--- config.mk ---
export PLATFORM = sky130hd
export DESIGN_NAME = l1c_mem_arbiter
export DESIGN_NICKNAME = d
export VERILOG_FILES = /design/src/rtl/l1c_arb_pkg.sv /design/src/rtl/l1c_arb_beat_ctr.sv /design/src/rtl/l1c_mem_arbiter.sv
export SDC_FILE = /design/constraint.sdc
export NUM_CORES = 1
export LEC_CHECK = 0
export ABC_AREA = 1
export CORE_AREA = 2 2 120 122
export CTS_CLUSTER_DIAMETER = 150
export DETAILED_ROUTE_END_ITERATION = 10
export DIE_AREA = 0 0 122 124
export DONT_BUFFER_PORTS = 1
export SYNTH_ARGS = -nofsm -noshare
export SYNTH_HDL_FRONTEND = slang
export SYNTH_SLANG_ARGS = --single-unit
--- constraint.sdc ---
create_clock -name clk -period 1.49 [get_ports clk]
set_input_delay 0.447 -clock clk [delete_from_list [all_inputs] [get_ports clk]]
set_output_delay 0.447 -clock clk [all_outputs]
set_load 0.02 [all_outputs]
--- src/rtl/l1c_arb_pkg.sv ---
// Shared types and constants for the L1 instruction/data cache memory-port arbiter.
package l1c_arb_pkg;

  typedef enum logic [1:0] {
    IDLE  = 2'd0,
    GNT_I = 2'd1,
    GNT_D = 2'd2
  } arb_state_t;

  typedef enum logic {
    OWN_I = 1'b0,
    OWN_D = 1'b1
  } owner_t;

  localparam int LINE_BEATS = 4;

endpackage

--- src/rtl/l1c_arb_beat_ctr.sv ---
// Two-bit beat counter for line fills; clear has priority over increment.
module l1c_arb_beat_ctr
  import l1c_arb_pkg::*;
(
  input  logic       clk,
  input  logic       rst,
  input  logic       clr_i,
  input  logic       inc_i,
  output logic [1:0] cnt_o,
  output logic       last_o
);

  logic [1:0] cnt_q;
  logic [1:0] cnt_d;

  always_comb begin
    cnt_d = cnt_q;
    if (clr_i) begin
      cnt_d = 2'd0;
    end else if (inc_i) begin
      cnt_d = cnt_q + 2'd1;
    end
  end

  always_ff @(posedge clk or posedge rst) begin
    if (rst) begin
      cnt_q <= 2'd0;
    end else begin
      cnt_q <= cnt_d;
    end
  end

  assign cnt_o  = cnt_q;
  assign last_o = (cnt_q == 2'(LINE_BEATS - 1));

endmodule

--- src/rtl/l1c_mem_arbiter.sv ---
// Whole-transaction arbiter sharing one memory port between the L1 I-cache and D-cache.
// Define L1C_ARB_RR_EN for round-robin tie-breaking; otherwise D has fixed priority over I.
module l1c_mem_arbiter
  import l1c_arb_pkg::*;
#(
  parameter int ADDR_W = 32,
  parameter int DATA_W = 32,
  parameter int TYPE_W = 3
) (
  input  logic              clk,
  input  logic              rst,
  input  logic              i_req,
  input  logic [ADDR_W-1:0] i_addr,
  input  logic              i_write,
  input  logic [DATA_W-1:0] i_in,
  input  logic [TYPE_W-1:0] i_type,
  output logic [DATA_W-1:0] i_out,
  output logic              i_wait,
  input  logic              d_req,
  input  logic [ADDR_W-1:0] d_addr,
  input  logic              d_write,
  input  logic [DATA_W-1:0] d_in,
  input  logic [TYPE_W-1:0] d_type,
  output logic [DATA_W-1:0] d_out,
  output logic              d_wait,
  output logic              m_req,
  output logic [ADDR_W-1:0] m_addr,
  output logic              m_write,
  output logic [DATA_W-1:0] m_in,
  output logic [TYPE_W-1:0] m_type,
  input  logic [DATA_W-1:0] m_out,
  input  logic              m_wait,
  output logic [1:0]        dbg_state_o,
  output logic [1:0]        dbg_beat_cnt_o,
  output logic              dbg_last_grant_o
);

  // Handshake: a requester holds req (and its address/data) for the whole transaction;
  // a beat transfers on any cycle with m_req & ~m_wait, and the owner sees wait = m_wait.

  arb_state_t state_q;
  arb_state_t state_d;
  logic       owner_req;
  logic       owner_write;
  logic       accept;
  logic       cnt_clr;
  logic       cnt_inc;
  logic       cnt_last;
  logic [1:0] beat_cnt;
  logic       tie_to_d;

`ifdef L1C_ARB_RR_EN
  owner_t last_grant_q;
  owner_t last_grant_d;

  assign tie_to_d = (last_grant_q == OWN_I);

  always_comb begin
    last_grant_d = last_grant_q;
    if (state_q == IDLE && state_d == GNT_D) begin
      last_grant_d = OWN_D;
    end else if (state_q == IDLE && state_d == GNT_I) begin
      last_grant_d = OWN_I;
    end
  end

  always_ff @(posedge clk or posedge rst) begin
    if (rst) begin
      last_grant_q <= OWN_I;
    end else begin
      last_grant_q <= last_grant_d;
    end
  end

  assign dbg_last_grant_o = last_grant_q;
`else
  assign tie_to_d         = 1'b1;
  assign dbg_last_grant_o = OWN_I;
`endif

  l1c_arb_beat_ctr u_beat_ctr (
    .clk    (clk),
    .rst    (rst),
    .clr_i  (cnt_clr),
    .inc_i  (cnt_inc),
    .cnt_o  (beat_cnt),
    .last_o (cnt_last)
  );

  always_comb begin
    m_req   = 1'b0;
    m_addr  = '0;
    m_write = 1'b0;
    m_in    = '0;
    m_type  = '0;
    i_out   = '0;
    d_out   = '0;
    i_wait  = i_req;
    d_wait  = d_req;
    case (state_q)
      GNT_I: begin
        m_req   = i_req;
        m_addr  = i_addr;
        m_write = i_write;
        m_in    = i_in;
        m_type  = i_type;
        i_out   = m_out;
        i_wait  = m_wait;
        d_wait  = 1'b1;
      end
      GNT_D: begin
        m_req   = d_req;
        m_addr  = d_addr;
        m_write = d_write;
        m_in    = d_in;
        m_type  = d_type;
        d_out   = m_out;
        d_wait  = m_wait;
        i_wait  = 1'b1;
      end
      default: ;
    endcase
  end

  assign owner_req   = (state_q == GNT_I) ? i_req   : d_req;
  assign owner_write = (state_q == GNT_I) ? i_write : d_write;
  assign accept      = m_req & ~m_wait;

  always_comb begin
    state_d = state_q;
    cnt_clr = 1'b0;
    cnt_inc = 1'b0;
    case (state_q)
      IDLE: begin
        cnt_clr = 1'b1;
        if (i_req && d_req) begin
          state_d = tie_to_d ? GNT_D : GNT_I;
        end else if (d_req) begin
          state_d = GNT_D;
        end else if (i_req) begin
          state_d = GNT_I;
        end
      end
      GNT_I, GNT_D: begin
        // Owner dropping req mid-transaction aborts without issuing another beat.
        if (!owner_req) begin
          state_d = IDLE;
          cnt_clr = 1'b1;
        end else if (accept) begin
          if (owner_write || cnt_last) begin
            state_d = IDLE;
            cnt_clr = 1'b1;
          end else begin
            cnt_inc = 1'b1;
          end
        end
      end
      default: begin
        state_d = IDLE;
        cnt_clr = 1'b1;
      end
    endcase
  end

  always_ff @(posedge clk or posedge rst) begin
    if (rst) begin
      state_q <= IDLE;
    end else begin
      state_q <= state_d;
    end
  end

  assign dbg_state_o    = state_q;
  assign dbg_beat_cnt_o = beat_cnt;

endmodule
==> summary.txt <==
Routing
  • Vias/cell: 4.41
  • Post-route ant nets: 0
  • First-pass DRT Iterations: 4
  • Drt drc: 0
  • Vias after detailed routing: 3010
  • Detailed Route Iter0 Violations: 146
  • WL/cell: 18.4 um
  • Drt total wl: 12500 um

Critical path
  • Worst path slowest cell: dfrtp_2
  • WP data arrival: 1.60 ns
  • Most used cell, CP: buf_12
  • Top delay family on crit path: buffers and inverters
  • Critical setup path kind: flop to output pin
  • Crit. End Element: output pin
  • Crit path max fanout: 7
  • Max incr delay on CP: 0.36 ns
  • Worst path bufs/invs: 4
  • Worst path required time: 1.04 ns
  • Critical Path Start Type: flop
  • Critical-path cell list: buf_6 > ha_4 > buf_12 > buf_8 > buf_12 > nand2_4 > a21oi_4

Floorplan
  • Die ar.: 15100 um2
  • Initial core utilization: 0.138
  • Die X: 122 um
  • Core ar.: 13700 um2
  • Die height: 124 um
  • Num ports: 313
  • Site Rows: 43

Global route
  • Initial antenna violation count: 0
  • First-pass GRT wire length: 12500 um
  • Tot GR Track Use: 0.105
  • Grt ovf: 0
  • Largest net degree at the start of global routing: 51
  • Vias in the first global route: 2391

Timing
  • Final max-slew violation count: 0
  • Final Cycle Share: 1.37
  • Final hold viol count: 0
  • Final worst path period need: 2.04 ns
  • Setup WS post-layout: -0.553 ns
  • Final-report setup violation count: 139
  • Unrepaired setup endpoints after global routing: yes
  • Worst Clk Skew: 0.00478 ns
  • Setup TNS Final: -64.91 ns
  • Hold slack final: 0.380 ns
  • F_max: 490 MHz

Hold path
  • Hold Crit Class: input port to flop

Synthesis
  • Post-Syn Area: 1890 um2
  • Sequential cell area fraction in the yosys report: 0.0530
  • Syn Inst Count: 418
  • Mapped Nets: 595
  • Ys Warns: 0
  • Syn avg cell area: 4.52 um2
  • Yosys reg bits: 4
  • Post-synth cell types: 17

Clock tree
  • CTS tree: built
  • CTS Buffer Depth: 2
  • Clock Latency Late Sink: 0.22 ns
  • Root Buffer: clkbuf_16
  • Reg clk slew, reported paths: 0.03 ns
  • CTS sink cnt: 4
  • TritonCTS Buffers: 3
  • H-Tree Depth: 1

Final layout
  • FILL cells: 1446
  • Commonest non-fill, non-tap cells in the layout: 155 x nand2_1, 59 x buf_4, 52 x inv_2, 47 x nand2_2, 33 x a21oi_1
  • Ant. Diodes: 0
  • Util after Layout: 0.285
  • Most common cell after layout, fill and taps aside: nand2_1
  • Footprint of the multi-input gates: 1830 um2
  • Syn-to-layout area delta: 107%
  • FF+latch area: 103 um2
  • Nets: 680
  • Layout cell share with drive strength beyond 1: 0.578
  • Non-Filler Instances: 682

Power and ir drop
  • Max VDD drop: 0.976 mV
  • Leak: 1.90 nW
  • PwrDens: 2050 nW/um2

Status
  • Run status: finished, violations left
  • Violated checks: setup timing

Place
  • IO buf count: 0
  • Dpl cells: 648
  • GPL Wtd Cong: 0.789
  • DP HPWL: 7220 um

Run
  • Max cap viols: 0
-- flip-flops by register name, indices dropped and copies added (netlist names) --
signal            count
u_beat_ctr.cnt_o      2
dbg_state_o           2
-- final cells by class --
cell class | instances | area share
multi-input cells | 307 | 0.467
flip-flops and latches | 4 | 0.0263
repair buffers | 111 | 0.345
clock buffers | 4 | 0.0202
inverters | 76 | 0.0839
well taps | 180 | 0.0577
-- layer usage --
metal,global-route usage,up-vias,share of wire
li1,-,1407,-
met1,0.130,1400,0.38
met2,0.200,195,0.51
met3,0.0114,8,0.092
met4,0.00862,0,0.014
met5,0,-,0
-- logic make-up after synthesis --
kind of cell,synth area share
simple gates,0.463
buf+inv,0.258
compound gates,0.198
fa+ha+maj,0.0265
flops,0.0530
other cells,0.00198
-- final timing paths --
| check | startpoint | endpoint | slack, ns | cells after the start |
|---|---|---|---|---|
| max reg2reg | dbg_state_o[0] | u_beat_ctr.cnt_o[0] | -0.30 | 12 |
| max | dbg_state_o[0] | m_in[30] | -0.55 | 7 |
| min reg2reg | u_beat_ctr.cnt_o[1] | u_beat_ctr.cnt_o[1] | 0.62 | 3 |
| max in group asynchronous | rst | dbg_state_o[1] | 0.77 | 2 |
| min | d_req | dbg_state_o[1] | 0.38 | 2 |
| min in group asynchronous | rst | dbg_state_o[0] | 0.55 | 2 |
-- synth_stat cells, drive strengths merged --
library cell,number,area share
ha,4,0.026
nand3,5,0.013
o21ai,3,0.0099
clkbuf,7,0.014
inv,76,0.15
nand2,218,0.44
nor2,3,0.0060
dfrtp,4,0.053
nand4,2,0.0066
buf,24,0.093
a21oi,71,0.19
conb,1,0.0020
-- stage by stage --
step | worst slack [ns] | power (mW) | instance area [um2]
final | -0.553 | 8.01 | 3910
after global routing | -0.607 | 8.46 | 3910
after CTS | -0.543 | 6.41 | 3190
after detailed placement | -0.330 | 5.37 | 2880
after global placement | -0.343 | 5.33 | 2880
after floorplan | -0.423 | 3.98 | 2220
-- what timing repair did --
| item | CTS | global route |
|---|---|---|
| gates resized for setup | 21 | 106 |
| setup buffers | 5 | 8 |
| cloned | 3 | 16 |
| endpoints found under the setup margin | 139 | 139 |
| endpoints found under the hold margin | 2 | 0 |
| pin swaps | 6 | 22 |
| hold buffers | 1 | 0 |
-- worst reg2reg max path, delay by kind of cell (launching register included) --
kind            cells  cell delay [ns]
fa+ha+maj           1             0.19
flops               1             0.40
compound gates      1             0.11
buf+inv             5             0.64
simple gates        5             0.36
-- report_power, final --
group	internal [mW]	leakage [nW]	switching [mW]	total, mW
Combinational	3.00	1.81	4.40	7.40
Sequential	0.149	0.0508	0.0338	0.183
Clock	0.353	0.0382	0.0735	0.427
Power figures use the tool's default switching activity.
